<file path="config.mk">
export PLATFORM = sky130hd
export DESIGN_NAME = key_debounce_array
export DESIGN_NICKNAME = d
export VERILOG_FILES = /design/src/rtl/key_pkg.sv /design/src/rtl/key_debounce_chan.sv /design/src/rtl/key_debounce_array.sv
export SDC_FILE = /design/constraint.sdc
export NUM_CORES = 1
export LEC_CHECK = 0
export ABC_AREA = 0
export CAP_MARGIN = 15
export CORE_AREA = 3 3 113 115
export DETAILED_ROUTE_END_ITERATION = 12
export DIE_AREA = 0 0 116 118
export PLACE_DENSITY = 0.68
export SYNTH_ARGS = -nofsm -noshare
export SYNTH_HDL_FRONTEND = slang
export SYNTH_SLANG_ARGS = --single-unit
</file>
<file path="constraint.sdc">
create_clock -name CLK -period 5.1 [get_ports CLK]
set_input_delay 1.275 -clock CLK [delete_from_list [all_inputs] [get_ports CLK]]
set_output_delay 1.275 -clock CLK [all_outputs]
set_load 0.01 [all_outputs]
</file>
<file path="src/rtl/key_pkg.sv">
// key_pkg: shared debounce FSM state encoding and ms-to-cycles helper
package key_pkg;
  localparam logic [1:0] ST_IDLE   = 2'd0;
  localparam logic [1:0] ST_P_WAIT = 2'd1;
  localparam logic [1:0] ST_HELD   = 2'd2;
  localparam logic [1:0] ST_R_WAIT = 2'd3;
  typedef enum logic [1:0] {
    IDLE   = ST_IDLE,
    P_WAIT = ST_P_WAIT,
    HELD   = ST_HELD,
    R_WAIT = ST_R_WAIT
  } key_state_e;
  function automatic int ms_to_cycles(input int clk_hz, input int ms);
    return (clk_hz / 1000) * ms;
  endfunction
endpackage

</file>
<file path="src/rtl/key_debounce_chan.sv">
// key_debounce_chan: one key channel - 2-flop sync, debounce FSM, press/release pulses, toggle
// Ports: clk, rst_n (async active-low); key_i (raw, 1 = pressed);
//        pressed, press_p, release_p, toggle, long_p (all registered).
// Long-press timer only built with `define KEY_LONG_PRESS_EN; otherwise long_p is 0.
module key_debounce_chan
  import key_pkg::*;
#(
  parameter int DB_CYCLES   = 4,
`ifdef KEY_LONG_PRESS_EN
  parameter int LONG_CYCLES = 10,
`endif
  parameter bit TOGGLE_INIT = 1'b0
) (
  input  logic clk,
  input  logic rst_n,
  input  logic key_i,
  output logic pressed,
  output logic press_p,
  output logic release_p,
  output logic toggle,
  output logic long_p
);
  localparam int CW = $clog2(DB_CYCLES + 1);
  localparam logic [CW-1:0] DB_LAST = CW'(DB_CYCLES - 1);
  key_state_e state_q, state_d;
  logic [CW-1:0] cnt_q, cnt_d, cnt_inc;
  logic [1:0] sync_q, sync_d;
  logic s;
  logic pressed_q, pressed_d, press_p_q, press_p_d, release_p_q, release_p_d, toggle_q, toggle_d;
  assign s = sync_q[1];
  assign cnt_inc = &cnt_q ? cnt_q : cnt_q + CW'(1);
  always_comb begin
    sync_d = {sync_q[0], key_i};
    state_d = state_q;
    cnt_d = cnt_inc;
    case (state_q)
      IDLE: begin
        cnt_d = '0;
        state_d = s ? P_WAIT : IDLE;
      end
      P_WAIT: if (!s || cnt_q == DB_LAST) begin
        state_d = s ? HELD : IDLE;
        cnt_d = '0;
      end
      HELD: if (!s) begin
        state_d = R_WAIT;
        cnt_d = '0;
      end
      R_WAIT: if (s) state_d = HELD;
        else if (cnt_q == DB_LAST) begin
          state_d = IDLE;
          cnt_d = '0;
        end
      default: state_d = IDLE;
    endcase
    pressed_d = state_d == HELD || state_d == R_WAIT;
    press_p_d = state_q == P_WAIT && state_d == HELD;
    release_p_d = state_q == R_WAIT && state_d == IDLE;
    toggle_d = toggle_q ^ press_p_d;
  end
  always_ff @(posedge clk or negedge rst_n) begin
    if (!rst_n) begin
      state_q <= IDLE;
      cnt_q <= '0;
      sync_q <= '0;
      pressed_q <= 1'b0;
      press_p_q <= 1'b0;
      release_p_q <= 1'b0;
      toggle_q <= TOGGLE_INIT;
    end else begin
      state_q <= state_d;
      cnt_q <= cnt_d;
      sync_q <= sync_d;
      pressed_q <= pressed_d;
      press_p_q <= press_p_d;
      release_p_q <= release_p_d;
      toggle_q <= toggle_d;
    end
  end
  assign pressed = pressed_q;
  assign press_p = press_p_q;
  assign release_p = release_p_q;
  assign toggle = toggle_q;
`ifdef KEY_LONG_PRESS_EN
  localparam int LW = $clog2(LONG_CYCLES + 1);
  localparam logic [LW-1:0] LONG_LAST = LW'(LONG_CYCLES - 1);
  logic [LW-1:0] lcnt_q, lcnt_d;
  logic long_p_q, long_p_d;
  // Timer restarts on each new press, advances only while staying in HELD and
  // freezes through an R_WAIT bounce; saturating at LONG_LAST gives one pulse per hold.
  always_comb begin
    lcnt_d = state_q == P_WAIT ? '0 :
             (state_q == HELD && state_d == HELD && lcnt_q != LONG_LAST) ? lcnt_q + LW'(1) : lcnt_q;
    long_p_d = lcnt_q != LONG_LAST && lcnt_d == LONG_LAST;
  end
  always_ff @(posedge clk or negedge rst_n) begin
    if (!rst_n) begin
      lcnt_q <= '0;
      long_p_q <= 1'b0;
    end else begin
      lcnt_q <= lcnt_d;
      long_p_q <= long_p_d;
    end
  end
  assign long_p = long_p_q;
`else
  assign long_p = 1'b0;
`endif
endmodule

</file>
<file path="src/rtl/key_debounce_array.sv">
// key_debounce_array: NUM_KEYS independent debounced key channels with pulses and toggles
// Ports: CLK; nCLR (async active-low reset); KEY[NUM_KEYS] raw keys;
//        PRESSED, PRESS_P, RELEASE_P, TOGGLE, LONG_P [NUM_KEYS] registered outputs.
// Optional `define KEY_LONG_PRESS_EN enables LONG_P; without it LONG_P is tied 0.
module key_debounce_array
  import key_pkg::*;
#(
  parameter int NUM_KEYS    = 4,
  parameter int CLK_HZ      = 50000000,
  parameter int DEBOUNCE_MS = 20,
  parameter bit KEY_ACT_LOW = 1'b1,
  parameter bit TOGGLE_INIT = 1'b0,
  parameter int LONG_MS     = 1000
) (
  input  logic                CLK,
  input  logic                nCLR,
  input  logic [NUM_KEYS-1:0] KEY,
  output logic [NUM_KEYS-1:0] PRESSED,
  output logic [NUM_KEYS-1:0] PRESS_P,
  output logic [NUM_KEYS-1:0] RELEASE_P,
  output logic [NUM_KEYS-1:0] TOGGLE,
  output logic [NUM_KEYS-1:0] LONG_P
);
  localparam int DB_CYCLES = ms_to_cycles(CLK_HZ, DEBOUNCE_MS);
`ifdef KEY_LONG_PRESS_EN
  localparam int LONG_CYCLES = ms_to_cycles(CLK_HZ, LONG_MS);
`endif
  if (NUM_KEYS < 1 || NUM_KEYS > 16 || DB_CYCLES < 1 || LONG_MS < 1) begin : g_bad_cfg
    $error("key_debounce_array: unsupported parameter set");
  end
  // Normalise polarity before the synchronisers so reset level 0 always means released.
  logic [NUM_KEYS-1:0] key_n;
  assign key_n = KEY_ACT_LOW ? ~KEY : KEY;
  for (genvar k = 0; k < NUM_KEYS; k++) begin : g_chan
    key_debounce_chan #(
      .DB_CYCLES(DB_CYCLES),
`ifdef KEY_LONG_PRESS_EN
      .LONG_CYCLES(LONG_CYCLES),
`endif
      .TOGGLE_INIT(TOGGLE_INIT)
    ) u_chan (
      .clk(CLK),
      .rst_n(nCLR),
      .key_i(key_n[k]),
      .pressed(PRESSED[k]),
      .press_p(PRESS_P[k]),
      .release_p(RELEASE_P[k]),
      .toggle(TOGGLE[k]),
      .long_p(LONG_P[k])
    );
  end
endmodule
</file>
Word-level counts from Yosys, hierarchy flattened

Index checks and enable logic that the tools add are counted.

Register bits after elaboration: 112
Output and inout port bits: 20
Word-level logic and storage cells: 145

Add/subtract/negate cells: 4
Equal/unequal tests: 24
Muxes and demuxes: 52
Bitwise logic cells: 5
Reduce and logical (&&, ||, !) cells: 32

Operators by type and width:

| operator                                                         | number |
|---|---|
| 20-bit 2-to-1 mux                                                | 20 |
| 20-bit case mux with 4 select lines                              | 4 |
| 20-bit by 1-bit adder with 20-bit output (second input constant) | 4 |
| 20-bit == test (second input constant)                           | 4 |
| 20-bit AND reduction                                             | 4 |
| 2-bit 2-to-1 mux                                                 | 20 |
| 2-bit == test (second input constant)                            | 16 |
| 2-bit case mux with 4 select lines                               | 4 |
| 2-bit zero test                                                  | 8 |
| 2-bit by 1-bit == test with 1-bit output (second input constant) | 4 |
| 1-bit logical AND                                                | 8 |
| 1-bit logical OR                                                 | 8 |
| 1-bit zero test                                                  | 4 |
| 1-bit 2-to-1 mux                                                 | 4 |
| 4-bit inverter                                                   | 1 |
| 1-bit bitwise XOR                                                | 4 |

Depth between registers and ports, before layout

Gate-level depths: netlist of the first run.

Word-level depth: 7
Depth in mapped cells: 8
Depth with buffers taken out: 6

Modules after synthesis

From an unflattened synthesis of the first run, not the netlist that was laid out.

Cell total of the unflattened synthesis: 538
Area total of the unflattened synthesis: 5515.3 µm²

By module, submodules not included:

| module                                    | instances | cells an instance | area an instance (µm²) | sequential area each (µm²) |
|---|---|---|---|---|
| key_debounce_chan at g_chan[1].u_chan ... | 2         | 130               | 1378.8                 | 675.6 |
| key_debounce_chan at g_chan[0].u_chan ... | 2         | 137               | 1371.3                 | 675.6 |
| key_debounce_array                        | 1         | 4                 | 15.0                   | 0.0 |

Least setup slack after synthesis of the first run

No wires, ideal clock.

Kind: register to register
From: register g_chan[2].u_chan.cnt_q[0]
To: register g_chan[2].u_chan.pressed_q
Library setup time: 0.125 ns
Arrival time: 1.784 ns
Path slack: 3.191 ns
Stages on the path, launching flop included: 7
Path buffers: 1
Period minus slack after synthesis: 1.909 ns
Cells stage by stage: dfrtp_1 -> ha_1 -> nand2_1 -> or3_1 -> or3_1 -> clkbuf_1 -> mux2_2

Longest elaborated chain between the ends: 6

Ends and longest elaborated chain:

| element                                                     | RTL line                                         | text |
|---|---|---|
| from (decl)                                                 | key_debounce_chan.sv:26                          | `logic [CW-1:0] cnt_q, cnt_d, cnt_inc;` |
| from (signal assigned)                                      | key_debounce_chan.sv:72                          | `cnt_q <= cnt_d;` |
| 20-bit == test (*)                                          | key_debounce_chan.sv:41, key_debounce_chan.sv:50 |  |
| 2-bit 2-to-1 mux / 1-bit logical OR (equally long branches) | key_debounce_chan.sv:50, key_debounce_chan.sv:41 |  |
| 2-bit 2-to-1 mux, on equally long branches                  | key_debounce_chan.sv:49, key_debounce_chan.sv:41 |  |
| 2-bit case mux with 4 select lines (*)                      | key_debounce_chan.sv:36                          | `case (state_q)` |
| 2-bit == test                                               | key_debounce_chan.sv:56                          | `pressed_d = state_d == HELD \|\| state_d == R_WAIT;` |
| 1-bit logical OR (*)                                        | key_debounce_chan.sv:56                          |  |
| named net g_chan[2].u_chan.pressed_d                        | key_debounce_chan.sv:29                          | `logic pressed_q, pressed_d, press_p_q, press_p_d, release_p_q, release_p_d, toggle_q, toggle_d;` |
| to (signal assigned)                                        | key_debounce_chan.sv:74                          | `pressed_q <= pressed_d;` |
| to (decl)                                                   | key_debounce_chan.sv:29                          |  |

The timed path passes the listed nets; every way through them passes the cells marked *.

Worst setup path in the final report of the first run

From: register g_chan[3].u_chan.toggle_q
To: output port TOGGLE[3]

RTL lines:

| element                | RTL line                 | text |
|---|---|---|
| from (decl)            | key_debounce_chan.sv:29  |  |
| from (signal assigned) | key_debounce_chan.sv:77  | `toggle_q <= toggle_d;` |
| to (decl)              | key_debounce_array.sv:21 | `output logic [NUM_KEYS-1:0] TOGGLE,` |

No word-level cell between the ends.

==> summary.txt, run 1 <==
Run status
  – Outcome: complete, no violations

Pwr
  – P_leak: 0.00251 uW
  – Combinational power share: 2.8%
  – Worst vdd ir: 0.165 mV
  – P_int: 1340 uW
  – NetSw: 351 uW
  – Power density over the cells: 267 nW/um^2
  – Sequential Power Share: 53.5%
  – Sw Share: 20.8%
  – Clk network pwr share: 43.8%

Clock tree
  – CTS Sinks: 112
  – Root Buffer: clkbuf_16
  – Setup Fix Bufs, Post-CTS: 0
  – CTS tree: yes
  – H-tree Lvls: 3
  – # hold bufs at CTS: 0
  – Post-CTS sizing: 0
  – Clock-pin slew on the worst setup and hold paths: 70 ps
  – CTS Buffer Depth: 2
  – Inserted Clock Buffers: 9
  – Clk Latency, worst-skew pair: 360 ps

Worst setup path
  – Crit path max-delay cell type: clkdlybuf4s50_1
  – Crit Path Max Fanout: 2
  – Cell Chain, Critical Path: clkdlybuf4s50_1
  – Worst EP arrival: 1260 ps
  – Crit path required time: 3830 ps
  – Nature of the critical path endpoint: output pin
  – Reg2reg start: g_chan[2].u_chan.cnt_q[0]$_DFF_PN0_
  – CP Class: reg2out
  – Reg2Reg Depth: 6
  – Worst R2R Setup Slack: 2760 ps
  – Reg2reg end: g_chan[2].u_chan.cnt_q[8]$_DFF_PN0_
  – CP peak stage delay: 540 ps
  – CP Buf/Inv Count: 1
  – CP top delay family: buffers and inverters
  – CP Launch Type: register

Global routing
  – Gr ovfl total: 0
  – Largest net degree at the start of global routing: 79
  – First-pass GRT wire length: 19,000 microns
  – Total track usage: 17.0%
  – Vias in the first global route: 4,114
  – Initial antenna violation count: 0

Route
  – Vias per inst: 5.80
  – DRT Pass-1 Iters: 4
  – Via count: 4,271
  – Post-DRT Antenna Nets: 0
  – Starting DRC count in detailed routing: 331
  – Routed WL: 11,000 microns
  – Mean routed wirelength per cell: 15.0 microns
  – Residual DRC: 0

Yosys
  – Syn Area/Cell: 9.94 sq um
  – Synth area leader: dfrtp_1
  – Top cells by area, synth: dfrtp_1 (48%), nor2_1 (4.4%), xnor2_1 (4.3%)
  – Top-area cell type share of the netlist area: 48.0%
  – Area of the mapped netlist: 5840 sq um
  – Compound-cell area share of the yosys netlist: 11.0%
  – Synthesis Warnings: 0
  – Synth Instances: 588
  – Largest family of logic cells by synthesized area: simple AND/OR/NAND/NOR gates
  – Ys async rst share: 100%
  – Adder-cell share of the synthesized area: 1.03%
  – EDFF count, synth: 0
  – Simple-gate area share of the yosys netlist: 24.8%
  – Synth Register Bits: 112
  – Netlist cell types: 63
  – Seq/Total Area, Yosys: 48.0%
  – XOR/XNOR Fraction of Synth Area: 7.94%
  – Synth Flop Type: dfrtp_1
  – Post-synthesis mux area share: 1.63%

Place
  – Post-Place Setup Slack: 2540 ps
  – Placed Area: 6010 sq um
  – Placed cell count: 721
  – GP Congestion: 0.820
  – Final HPWL DP: 7360 microns
  – I/O Buffers: 21

Timing
  – Final setup margin: 2560 ps
  – Hold violation count in the final report: 0
  – Pins Over Slew Limit: 0
  – Clk_skew: 8.96 ps
  – Period Utilization, post-route: 49.8%
  – Worst slew margin: 35.1%
  – RSZ-0062 raised after global routing: no
  – Worst-Margin Slew: 974 ps
  – Setup TNS: 0 ps
  – Fmax: 394 MHz
  – Fin crit period: 2540 ps
  – Final setup viols: 0
  – Min Hold Slack: 354 ps

Worst hold path
  – Hold path depth: 0
  – Hold Crit Class: reg2reg
  – WHS Endpoint: g_chan[3].u_chan.sync_q[1]$_DFF_PN0_
  – Min-delay src: g_chan[3].u_chan.sync_q[0]$_DFF_PN0_

Die
  – CORE AREA: 11,900 sq um
  – Number of top-level pins: 26
  – Num rows: 40
  – Die W: 116 microns
  – Die height: 118 microns
  – Die area: 13,700 sq um
  – Initial core utilization: 49.1%

Final layout
  – Ant diodes: 0
  – Commonest non-fill, non-tap cell in the layout: dfrtp_1
  – Most frequent cells in the layout: dfrtp_1 (112), nor2_1 (68), nand2_1 (38)
  – Area growth syn-to-layout: 8.14%
  – Final instance area: 6320 sq um
  – Fillers: 1,037
  – Non-Filler Instances: 737
  – Fin nets: 595
  – Layout cells sized above 1: 8.14%

Job
  – Maxcap violations: 0
## power groups by stage
stage                     clock network (uW)  logic, uW  registers (uW)
after CTS                                763       48.8             903
after global routing                     798       54.4             904
final                                    739       46.9             903
after floorplan                            0       23.4             918
after global placement                     0       46.9             919
after detailed placement                   0       48.9             920
## per-stage QoR
step | utilization, % | power (uW)
floorplan | - | 942
global placement | 50.4 | 966
detailed placement | 50.4 | 969
CTS | 53.1 | 1710
global route | 53.1 | 1760
finish | 53.1 | 1690
## cell usage after synthesis (all sizes together), types with 6 or more instances
cell and instances:
a211oi 13, a21oi 32, and3 7, and4 9
buf 33, clkbuf 9, dfrtp 112, inv 15
nand2 38, nand3 23, nand4 26, nor2 71
nor3 24, nor4 11, o211ai 7, o21ai 18
o31ai 6, or3 11, or4 8, xnor2 29
xor2 24
## flip-flops by register name, summed over array words and instances, names as in the netlist
signal,count
g_chan.u_chan.cnt_q,80
g_chan.u_chan.state_q,8
g_chan.u_chan.sync_q,8
g_chan.u_chan.press_p,4
g_chan.u_chan.pressed,4
g_chan.u_chan.release_p,4
g_chan.u_chan.toggle,4
## worst register-to-register path, cell delays in order, from the launching register on
cell	delay, ps
dfrtp_1	410
ha_1	220
nand2_1	120
nor3_2	540
and2_1	600
o21ai_0	190
a21oi_1	180
## layer usage
layer  up-vias  global-route usage, %  part of all wire [%]
li1       2086                      -                     -
met1      2104                   22.6                    46
met2        72                   27.2                    49
met3         9                   4.63                   3.7
met4         0                   4.57                   1.1
met5         -                      0                     0
## worst max-delay path by stage
stage	startpoint	end	slack [ps]	depth (start not counted)
global placement	nCLR	g_chan[3].u_chan.cnt_q[0]$_DFF_PN0_	2590	2
global route	g_chan[3].u_chan.toggle$_DFF_PN0_	TOGGLE[3]	2500	1
detailed placement	nCLR	g_chan[3].u_chan.cnt_q[1]$_DFF_PN0_	2540	2
finish	g_chan[3].u_chan.toggle$_DFF_PN0_	TOGGLE[3]	2560	1
CTS	g_chan[3].u_chan.toggle$_DFF_PN0_	TOGGLE[3]	2540	1
floorplan	g_chan[2].u_chan.cnt_q[0]$_DFF_PN0_	g_chan[2].u_chan.pressed$_DFF_PN0_	3190	6
## cell type report
cell class                      instances  area, sq um  area share (%)
Sequential cell                       112         2800            44.3
Timing Repair Buffer                   25          238            3.76
Inverter                               15         56.3           0.891
Multi-Input combinational cell        422         2730            43.1
Clock buffer                           11          233            3.68
Tap cell                              147          184            2.91
Clock inverter                          5         81.3            1.29
## cell families after synthesis
| group | Yosys count |
|---|---|
| AOI/OAI and AO/OA | 95 |
| xor gates and xnor gates | 53 |
| adders and majority gates | 5 |
| buffers and inverters | 57 |
| DFF | 112 |
| muxes | 9 |
| other | 1 |
| and+or+nand+nor | 256 |
Power figures use the tool's default switching activity.
==> run 2: changes to the inputs <==
==> constraint.sdc (replaced) <==
create_clock -name CLK -period 2.5 [get_ports CLK]
set_input_delay 0.625 -clock CLK [delete_from_list [all_inputs] [get_ports CLK]]
set_output_delay 0.625 -clock CLK [all_outputs]
set_load 0.01 [all_outputs]
==> run 2 against run 1 <==
  * Clock skew shrank 3.4 ps
  * Critical path depth rose by 4
  * Critical path type is now reg2reg
  * Clock power is 98% higher
  * Worst setup slack got worse by 2200 ps
  * Die area is the same
==> summary.txt, run 2 (synthesized netlist as in run 1, its figures left out) <==
Run status
  – Outcome: complete, no violations

Die
  – Die W: 116 microns
  – Number of top-level pins: 26
  – Die area: 13,700 sq um
  – Initial core utilization: 49.1%
  – Die height: 118 microns
  – Num rows: 40
  – CORE AREA: 11,900 sq um

Timing
  – Worst-Margin Slew: 691 ps
  – RSZ-0062 raised after global routing: no
  – Fmax: 464 MHz
  – Worst slew margin: 53.5%
  – Final setup viols: 0
  – Fin crit period: 2150 ps
  – Pins Over Slew Limit: 0
  – Clk_skew: 5.57 ps
  – Period Utilization, post-route: 86.2%
  – Setup TNS: 0 ps
  – Hold violation count in the final report: 0

Pwr
  – Tot Pwr: 3400 uW
  – P_leak: 0.00254 uW
  – Worst vdd ir: 0.319 mV
  – Power density over the cells: 534 nW/um^2

Place
  – GP Congestion: 0.825
  – Final HPWL DP: 7490 microns
  – Placed Area: 6060 sq um
  – I/O Buffers: 21
  – Placed cell count: 728

Worst setup path
  – Worst EP arrival: 2390 ps
  – Nature of the critical path endpoint: register
  – CP Class: reg2reg
  – Worst R2R Setup Slack: 350 ps
  – Reg2Reg Depth: 5
  – Reg2reg start: g_chan[0].u_chan.cnt_q[6]$_DFF_PN0_
  – Crit Path Max Fanout: 9
  – CP Launch Type: register
  – Reg2reg end: g_chan[0].u_chan.cnt_q[2]$_DFF_PN0_
  – Worst Setup SP: g_chan[0].u_chan.cnt_q[6]$_DFF_PN0_
  – Critical Path End: g_chan[0].u_chan.cnt_q[2]$_DFF_PN0_
  – Crit path required time: 2730 ps

Route
  – M1 WL: 4960 microns
  – Vias per inst: 5.81
  – Routed WL: 10,800 microns
  – Max layer used: met4
  – Met3 WL post-DR: 346 microns
  – Post-DRT Antenna Nets: 0
  – Mean routed wirelength per cell: 14.5 microns
  – Residual DRC: 0
  – Starting DRC count in detailed routing: 450
  – DRT Pass-1 Iters: 4
  – Via count: 4,323
  – Met2 WL: 5300 microns

Global routing
  – Vias in the first global route: 4,116
  – Total track usage: 16.6%
  – First-pass GRT wire length: 18,900 microns
  – Initial antenna violation count: 0
  – Largest net degree at the start of global routing: 39
  – Gr ovfl total: 0

Clock tree
  – # hold bufs at CTS: 0
  – Clk Latency, worst-skew pair: 350 ps
  – CTS Sinks: 112
  – Root Buffer: clkbuf_16
  – CTS tree: yes
  – Inserted Clock Buffers: 9
  – CTS Buffer Depth: 2
  – Clock-pin slew on the worst setup and hold paths: 70 ps
  – Post-CTS sizing: 0
  – Setup Fix Bufs, Post-CTS: 0
  – H-tree Lvls: 3

Final layout
  – Ant diodes: 0
  – Area growth syn-to-layout: 8.91%
  – Biggest registers after layout: g_chan.u_chan.cnt_q (80), g_chan.u_chan.state_q (8), g_chan.u_chan.sync_q (8)
  – Top reg by flops: g_chan.u_chan.cnt_q
  – Core Util, Final: 53.4%
  – Fin nets: 602
  – Most frequent cells in the layout: dfrtp_1 (112), nor2_1 (68), nand2_1 (38)
  – Non-Filler Instances: 744
  – Largest register FFs: 80
  – Commonest non-fill, non-tap cell in the layout: dfrtp_1
  – Layout cells sized above 1: 9.38%
  – Final instance area: 6360 sq um

Job
  – Maxcap violations: 0

Worst hold path
  – Hold Crit Class: in2async
[run 2: final cells by class]
type,instances,area (sq um)
fill,1039,5550
sequential,112,2800
multi-input combinational,422,2730
timing repair buffer,32,290
clock buffer,11,243
tap,147,184
clock inverter,5,63.8
inverter,15,56.3
[run 2: worst min path at each step]
stage / from / to / slack (ps)
after detailed placement: g_chan[1].u_chan.sync_q[0]$_DFF_PN0_ / g_chan[1].u_chan.sync_q[1]$_DFF_PN0_ / 330
after global routing: nCLR / g_chan[2].u_chan.cnt_q[9]$_DFF_PN0_ / 260
after global placement: g_chan[1].u_chan.sync_q[0]$_DFF_PN0_ / g_chan[1].u_chan.sync_q[1]$_DFF_PN0_ / 330
final: nCLR / g_chan[2].u_chan.cnt_q[9]$_DFF_PN0_ / 240
after floorplan: nCLR / g_chan[0].u_chan.cnt_q[0]$_DFF_PN0_ / 330
after CTS: nCLR / g_chan[2].u_chan.cnt_q[9]$_DFF_PN0_ / 250
[run 2: worst max-delay path: stages (launching register included)]
cell     delay [ps]
dfrtp_1         510
nand4_2         230
or4_1           780
o21ai_0         290
xor2_1          180
nor2_1           50
[run 2: power breakdown]
part / switching (uW) / internal (uW)
Sequential: 14.5 / 1830
Clock: 647 / 814
Combinational: 70.9 / 27.6
[run 2: metal layers]
layer | up-vias | GRT usage [%]
met5 | - | 0
met4 | 0 | 5.29
met3 | 15 | 3.08
met2 | 79 | 27.6
met1 | 2129 | 21.7
li1 | 2100 | -
[run 2: per-stage QoR]
stage | hold WS (ps) | setup WS [ps]
2_1_floorplan | 329 | 591
3_3_place_gp | 333 | 404
3_5_place_dp | 335 | 394
6_report | 236 | 345
5_1_grt | 262 | 199
4_1_cts | 250 | 372
